<file path="config.mk">
export PLATFORM = sky130hd
export DESIGN_NAME = exp_result_bcd
export DESIGN_NICKNAME = d
export VERILOG_FILES = /design/src/rtl/exp_result_bcd.sv
export SDC_FILE = /design/constraint.sdc
export NUM_CORES = 1
export LEC_CHECK = 0
export CAP_MARGIN = 10
export CORE_UTILIZATION = 55
export DETAILED_ROUTE_END_ITERATION = 7
export PLACE_DENSITY = 0.8
export SETUP_SLACK_MARGIN = 0.4
export SKIP_LAST_GASP = 1
export SLEW_MARGIN = 20
export SYNTH_ARGS = -nofsm -noshare
export SYNTH_HDL_FRONTEND = slang
export SYNTH_SLANG_ARGS = --single-unit
</file>
<file path="constraint.sdc">
create_clock -name clock -period 5.7 [get_ports clock]
set_input_delay 0.855 -clock clock [delete_from_list [all_inputs] [get_ports clock]]
set_output_delay 0.855 -clock clock [all_outputs]
set_load 0.1 [all_outputs]
</file>
<file path="src/rtl/exp_result_bcd.sv">
// rtl/exp_result_bcd.sv - 32-bit binary to 10-digit packed BCD converter (double dabble) for the display path
module exp_result_bcd (
    input  logic        clock,
    input  logic        reset,
    input  logic        enable,
    input  logic [31:0] bin,
    output logic        ready,
    output logic        valid,
    output logic [39:0] bcd,
    output logic [3:0]  ndigits,
    output logic [7:0]  hex_digits
);

    typedef enum logic [1:0] {
        ST_IDLE,
        ST_SHIFT,
        ST_DONE
    } state_t;

    state_t      state;
    logic [31:0] shift_reg;
    logic [39:0] scratch;
    logic [5:0]  cycle_cnt;

    logic [39:0] scratch_adj;
    logic [39:0] scratch_next;
    logic [3:0]  ndigits_next;

    // One double-dabble step: add 3 to every digit >= 5, then shift in the next binary MSB
    always_comb begin
        scratch_adj = scratch;
        for (int i = 0; i < 10; i++) begin
            if (scratch[4*i +: 4] >= 4'd5) begin
                scratch_adj[4*i +: 4] = scratch[4*i +: 4] + 4'd3;
            end
        end
        scratch_next = {scratch_adj[38:0], shift_reg[31]};
    end

    // Significant digit count of the step result; a value of zero still shows one digit
    always_comb begin
        ndigits_next = 4'd1;
        for (int i = 0; i < 10; i++) begin
            if (scratch_next[4*i +: 4] != 4'd0) begin
                ndigits_next = 4'(i + 1);
            end
        end
    end

    // Control FSM with registered handshake and result outputs
    always_ff @(posedge clock or posedge reset) begin
        if (reset) begin
            state      <= ST_IDLE;
            ready      <= 1'b1;
            valid      <= 1'b0;
            bcd        <= 40'd0;
            ndigits    <= 4'd1;
            hex_digits <= 8'd0;
            cycle_cnt  <= 6'd0;
            scratch    <= 40'd0;
            shift_reg  <= 32'd0;
        end else begin
            case (state)
                ST_IDLE: begin
                    if (enable) begin
                        shift_reg <= bin;
                        scratch   <= 40'd0;
                        cycle_cnt <= 6'd32;
                        ready     <= 1'b0;
                        state     <= ST_SHIFT;
                    end
                end
                ST_SHIFT: begin
                    shift_reg <= {shift_reg[30:0], 1'b0};
                    scratch   <= scratch_next;
                    cycle_cnt <= cycle_cnt - 6'd1;
                    // The 32nd shift publishes the finished digits
                    if (cycle_cnt == 6'd1) begin
                        bcd        <= scratch_next;
                        ndigits    <= ndigits_next;
                        hex_digits <= scratch_next[7:0];
                        valid      <= 1'b1;
                        state      <= ST_DONE;
                    end
                end
                ST_DONE: begin
                    valid <= 1'b0;
                    ready <= 1'b1;
                    state <= ST_IDLE;
                end
                default: begin
                    valid <= 1'b0;
                    ready <= 1'b1;
                    state <= ST_IDLE;
                end
            endcase
        end
    end

endmodule

</file>
# Word level (Yosys, flattened, before mapping)
# Cells that the tools add are included.
dict set report totals {
  regBits 134
  output_inout_bits 54
}
dict set report op_classes {
  n_addsub 11
  order_cmp 10
  n_eq_ne 4
  muxes 32
  n_bitwise 2
  reduce_logical 16
}
# op n
set ops {}
lappend ops {{$pmux W40 S2} 1}
lappend ops {{$mux W4} 17}
lappend ops {{$pmux W32 S2} 1}
lappend ops {{$ge A4 B3 Y1 const B} 10}
lappend ops {{$mux W40} 1}
lappend ops {{$add A4 B2 Y4 const B} 9}
lappend ops {{$reduce_bool A4 Y1} 9}
lappend ops {{$mux W32} 1}
lappend ops {{$pmux W6 S2} 1}
lappend ops {{$reduce_and A2 Y1} 5}
lappend ops {{$eq A6 B1 Y1 const B} 1}
lappend ops {{$mux W2} 3}
lappend ops {{$mux W6} 1}
lappend ops {{$sub A6 B1 Y6 const B} 1}
lappend ops {{$ne A2 B2 Y1 const B} 2}
lappend ops {{$pmux W1 S2} 2}
lappend ops {{$pmux W2 S2} 1}
lappend ops {{$add A3 B2 Y3 const B} 1}
lappend ops {{$mux W3} 1}
lappend ops {{$eq A2 B1 Y1 const B} 1}
lappend ops {{$logic_not A2 Y1} 1}
lappend ops {{$mux W1} 2}
lappend ops {{$not A1 Y1} 2}
lappend ops {{$reduce_bool A2 Y1} 1}

# Logic depth before layout (Yosys ltp)
# Gate-level depths: netlist of the first run.
dict set report logic_depth {
  ltp_word 12
  ltp_mapped 9
  depth_no_buf 9
}

# Least setup slack after synthesis of the first run
# No wires, ideal clock.
dict set report synth_timing {
  path_kind {flip-flop to output port}
  start {register bcd[0] (netlist name)}
  end {output hex_digits[0]}
  t_arrival_ps 1340
  path_slack_ps 3505
  path_stages_with_launch 2
  path_cell_list {dfrtp_1 buf_4}
}
# item line
set synth_lines {}
lappend synth_lines {{end: declaration} 11} ;# output logic [7:0] hex_digits

# Worst setup path in the final report of the first run
dict set report layout_timing {
  start {register ready}
  end {output ready}
}
# item line
set layout_lines {}
lappend layout_lines {{start: declaration} 7} ;# output logic ready,
lappend layout_lines {{start signal: assignment} 54} ;# ready <= 1'b1;
lappend layout_lines {{start signal: assignment} 69} ;# ready <= 1'b0;
lappend layout_lines {{start signal: assignment} 88} ;# ready <= 1'b1;
# No word-level cell between the ends.

==> run summary, run 1 <==
Synth unique cells - 52
Gr usage total - 25.2%
Top Layer Used - met4
Outcome - finished clean
Cell Chain, Critical Path - clkdlybuf4s50_1
Clock sink total - 126
Async SR Flop Fraction - 100%
Fin crit share - 51.9%
Cell family contributing the most delay on the critical path - buffers and inverters
I/O pin cnt - 89
Worst path required time - 4850 ps
Minimum clock period - 2960 ps
Initial antenna violation count - 0
Post-synth EDFFs - 0
Critical setup path kind - reg2out
PnR worst setup slack - 2740 ps
Die X - 109 um
Mapped Cells - 679
Synthesized Nets - 736
Total CTS buffers - 17
NumNets Final - 805
CTS Buffer Depth - 2
Slowest CP cell - clkdlybuf4s50_1
Num rows - 38
Seq. cell area - 3160 um^2
Die Area - 11,900 um^2
Drt pass-1 iters - 5
MaxCap Viol Count - 0
Area contributors post-synth - dfrtp_1 (49%), o21ai_0 (9.0%), nand2_1 (7.6%)
Clock latency on the worst-skew pair - 420 ps
Cell area after synthesis - 6310 um^2
Antenna Nets Post-Route - 0
Area of the multi-input gates - 2860 um^2
Vias in the first global route - 4,858
# Post-CTS Setup Buffers - 0
Clock slew seen by the registers of the worst setup and hold paths - 60 ps
CTS tree - done
Top cell type by total area after synthesis - dfrtp_1
Fraction of layout cells with a size suffix above 1 - 8.80%
Average size of a mapped cell - 9.30 um^2
Routability cong. - 0.790
Worst path max stage delay - 1130 ps
CTS root buf - clkbuf_16
Final setup fails - 0
Yosys top cell area share - 49.1%
Metal3 WL - 776 um
F_max - 0.338 GHz
WL/cell - 15.2 um
Via density per instance - 5.67
Core area - 11,000 um^2
Type of the most critical hold path - reg2reg
WP data arrival - 2100 ps
Area delta synth->final - 24.2%
I/O Buffers - 88
CTS resizes - 0
Initial Util - 57.2%
Clock Skews - 7.70 ps
Die Height - 109 um
Critical path endpoint category - output pin
Placed insts - 869
Detail Placement HPWL - 9120 um
Slew Limit Fails - 0
Pre-CTS setup slack - 2370 ps
RSZ-0062 raised after global routing - no
Yosys warning count - 0
Vias - 5,106
CTS H-tree lvls - 4
Sequential element share of the synthesized area - 50.0%
CP bufs+invs - 1
Max transition margin - 33.4%
Post-synthesis register bit count - 126
Slew @ Worst Pin - 996 ps
1st-iter DRT viols - 335
Final setup TNS - 0 ps
Post-route non-filler standard cell count - 901
Total routed wirelength - 13,700 um
Drc violations - 0
Pin count of the biggest net entering global routing - 77
Grt ovf - 0
Synth Flop Type - dfrtp_1
CP Max Fanout - 2
Worst Setup Start Kind - flop
Global-route wire length before repair - 23,100 um
Met2 wire length - 6560 um
Hold_buf cts - 0
Routed metal-1 wire length - 6090 um
ANT cells - 0
Fill cell count - 801
Final-report hold violation count - 0
layer usage:
metal / global-route usage, % / vias up
li1: - / 2474
met1: 33.4 / 2448
met2: 39.9 / 161
met3: 6.22 / 23
met4: 9.65 / 0
met5: 0 / -
cell usage in the layout, fill, tap and decap left out, drive strengths merged, types with 12 or more instances in the layout:
cell type and count:
clkbuf 17, nor3 12, inv 27, o21ai 114
ha 22, clkdlybuf4s50 88, nand2b 15, nor2 12
and3b 31, a21oi 54, dfrtp 124, nand2 129
cells by family after synthesis:
| group | after synthesis | share of synthesized area [%] |
|---|---|---|
| AOI/OAI and AO/OA | 196 | 17.1 |
| xor gates and xnor gates | 11 | 1.53 |
| adders and majority gates | 22 | 4.36 |
| DFF | 126 | 50.0 |
| muxes | 12 | 2.08 |
| buffers and inverters | 73 | 4.91 |
| and+or+nand+nor | 239 | 20.0 |
synthesized netlist by cell type (2+ instances only):
library cell,instances
o21bai_1,2
and3b_1,31
inv_1,26
nand3b_1,2
mux2_2,9
nand3_1,10
a21oi_1,51
dfrtp_1,124
nor2b_1,4
o22ai_1,2
nor3_1,11
o21ai_0,114
nand2_1,127
clkbuf_1,36
nand2b_1,15
xnor2_1,11
o21a_1,2
or3b_2,3
dfstp_2,2
buf_4,8
nand2_2,2
nor3b_1,11
a22o_1,8
nor2_1,12
ha_1,22
a31oi_1,4
a21oi_2,3
mux2i_1,3
stage by stage:
stage	hold WS, ps	utilization [%]	cell area [um^2]
2_1_floorplan	450	-	6310
3_3_place_gp	460	65.6	7240
3_5_place_dp	467	65.6	7240
4_1_cts	481	71.0	7830
5_1_grt	490	71.1	7840
6_report	478	71.1	7840
worst paths after layout:
kind | startpoint | endpoint | slack (ps) | cells after the start
worst max-delay path | ready | ready | 2740 | 1
worst min-delay path | bcd[9] | bcd[9] | 480 | 2
worst max register to register | state[0] | ndigits[0] | 2780 | 8
worst min register to register | bcd[9] | bcd[9] | 480 | 2
max in group asynchronous | reset | scratch[21] | 3540 | 3
min in group asynchronous | reset | bcd[1] | 980 | 2
area by class of cell:
cell class	instances	area share, %
clock inverter	15	2.20
tap	140	2.23
inverter	28	1.44
timing repair buffer	95	11.9
sequential	126	40.3
clock buffer	17	5.43
multi-input combinational	480	36.5
Power of run 1 is left out: the tool's default activity adds up to more than one toggle a clock period on the data nets, which glitch-free logic cannot reach.
==> run 2: changes to the inputs <==
==> constraint.sdc (replaced) <==
create_clock -name clock -period 2.95 [get_ports clock]
set_input_delay 0.4425 -clock clock [delete_from_list [all_inputs] [get_ports clock]]
set_output_delay 0.4425 -clock clock [all_outputs]
set_load 0.1 [all_outputs]
==> run summary, run 2 (synthesized netlist as in run 1, its figures left out) <==
Worst hold start - bcd[9]
Fin crit share - 80.4%
Slew @ Worst Pin - 649 ps (-347 ps)
Clock slew seen by the registers of the worst setup and hold paths - 50 ps (about the same)
CTS tree - done
Via density per instance - 5.67 (+0.14%)
Area delta synth->final - 23.1%
Critical setup path kind - reg2reg
Initial antenna violation count - 0 (unchanged)
WL/cell - 15.4 um (+1.4%)
Worst path max stage delay - 440 ps (-690 ps)
Pin count of the biggest net entering global routing - 127 (+65%)
Critical path endpoint category - flop
Grt ovf - 0 (unchanged)
WP data arrival - 2720 ps (+620 ps)
I/O pin cnt - 89 (unchanged)
Global-route wire length before repair - 23,800 um (+3.1%)
Pre-CTS setup slack - 597 ps (-1770 ps)
RSZ-0062 raised after global routing - no
Drc violations - 0 (unchanged)
Initial Util - 57.2% (unchanged)
Outcome - finished clean
CTS Buffer Depth - 2 (unchanged)
F_max - 0.422 GHz
I/O Buffers - 88 (unchanged)
Cell Chain, Critical Path - inv_1 > ha_1 > nor2b_1 > o21bai_1 > mux2i_1 > or2_1 > o211ai_1 > a311o_1 > a21oi_2
Hold Path Depth - 2 (unchanged)
Detail Placement HPWL - 9160 um (+0.44%)
PnR worst setup slack - 579 ps (-2160 ps)
WHS - 478 ps (-0.626 ps)
Hold_buf cts - 0 (unchanged)
# Post-CTS Setup Buffers - 0 (unchanged)
Fraction of layout cells with a size suffix above 1 - 15.7% (+6.9 points)
Met2 usage in global routing - 42.5% (+2.6 points)
Fill cell count - 833 (+4.0%)
Clock latency on the worst-skew pair - 420 ps (about the same)
Clock sink total - 126 (unchanged)
Worst path required time - 3300 ps (-1550 ps)
Slowest CP cell - dfrtp_1
Commonest cells after routing, fill and taps aside - nand2_1 (127), dfrtp_1 (124), o21ai_0 (114), buf_4 (62), a21oi_1 (51)
MaxCap Viol Count - 0 (unchanged)
ANT cells - 0 (unchanged)
Final setup fails - 0 (unchanged)
Worst hold endpoint - bcd[9]
Core area - 11,000 um^2 (unchanged)
Top Usage Layer GRT - met2
Final setup TNS - 0 ps (unchanged)
R2R Path Start - scratch[4]
Max transition margin - 56.8% (+23 points)
CTS resizes - 0 (unchanged)
Commonest non-fill, non-tap cell in the layout - nand2_1
Vias in the first global route - 5,060 (+4.2%)
Clock Skews - 7.64 ps (-0.0620 ps)
FF-to-FF setup slack - 580 ps (-2200 ps)
Die Area - 11,900 um^2 (unchanged)
CTS H-tree lvls - 4 (unchanged)
Type of the most critical hold path - reg2reg
Routability cong. - 0.816 (+3.4%)
Antenna Nets Post-Route - 0 (unchanged)
1st-iter DRT viols - 260 (-22%)
Die Height - 109 um (unchanged)
NumNets Final - 808 (+0.37%)
Reg2reg path depth - 9 (+1)
Final-report hold violation count - 0 (unchanged)
Worst Setup Start Kind - flop
Core Util, Final - 70.5% (-0.60 points)
Total CTS buffers - 17 (unchanged)
Drt pass-1 iters - 5 (unchanged)
Gr usage total - 26.1% (+0.86 points)
Num rows - 38 (unchanged)
Die X - 109 um (unchanged)
GR Util met3 - 6.28% (+0.060 points)
Minimum clock period - 2370 ps
Reg2reg end - ndigits[1]
CP Max Fanout - 7 (+5)
Total routed wirelength - 13,900 um (+1.8%)
Vias - 5,130 (+0.47%)
Slew Limit Fails - 0 (unchanged)
Critical Path Start - scratch[4]
Met1 Use GR - 32.6% (-0.81 points)
CTS root buf - clkbuf_16
-- run 2: changes by cell type in the layout (fill, tap and decap cells not counted), sizes merged --
| cell | before | now |
|---|---|---|
| clkinvlp | 6 | 1 |
| clkbuf | 17 | 27 |
| inv | 27 | 26 |
| clkinv | 7 | 3 |
| buf | 7 | 64 |
| clkdlybuf4s50 | 88 | 34 |
-- run 2: layout make-up --
type	count	area [um^2]	area share [%]
Clock inverter	5	100	1.29
Multi-Input combinational cell	480	2860	36.8
Inverter	28	114	1.46
Timing Repair Buffer	98	846	10.9
Sequential cell	126	3160	40.6
Clock buffer	27	523	6.73
Tap cell	140	175	2.25
-- run 2: worst max path at each step --
stage	endpoint
final	ndigits[1]
after global routing	ndigits[1]
after CTS	ndigits[1]
after detailed placement	scratch[15]
after global placement	scratch[15]
after floorplan	ndigits[1]
-- run 2: critical path: cells and delay by family (launching register included) --
| kind | cells | cell delay, ps |
|---|---|---|
| simple gates | 2 | 310 |
| flops | 1 | 440 |
| buf+inv | 1 | 80 |
| fa+ha+maj | 1 | 250 |
| compound gates | 4 | 960 |
| mux | 1 | 270 |
-- run 2: routing by layer --
metal	up-vias	share of wire, %
met1	2494	44
met2	142	49
met4	0	1.8
met3	19	4.8
met5	-	0
li1	2475	-
-- run 2: per-stage QoR --
| step | cell area [um^2] | cells |
|---|---|---|
| floorplan | 6320 | 679 |
| global placement | 7150 | 872 |
| detailed placement | 7150 | 872 |
| CTS | 7770 | 904 |
| global route | 7770 | 904 |
| finish | 7770 | 904 |
Power of run 2 is left out for the same reason.
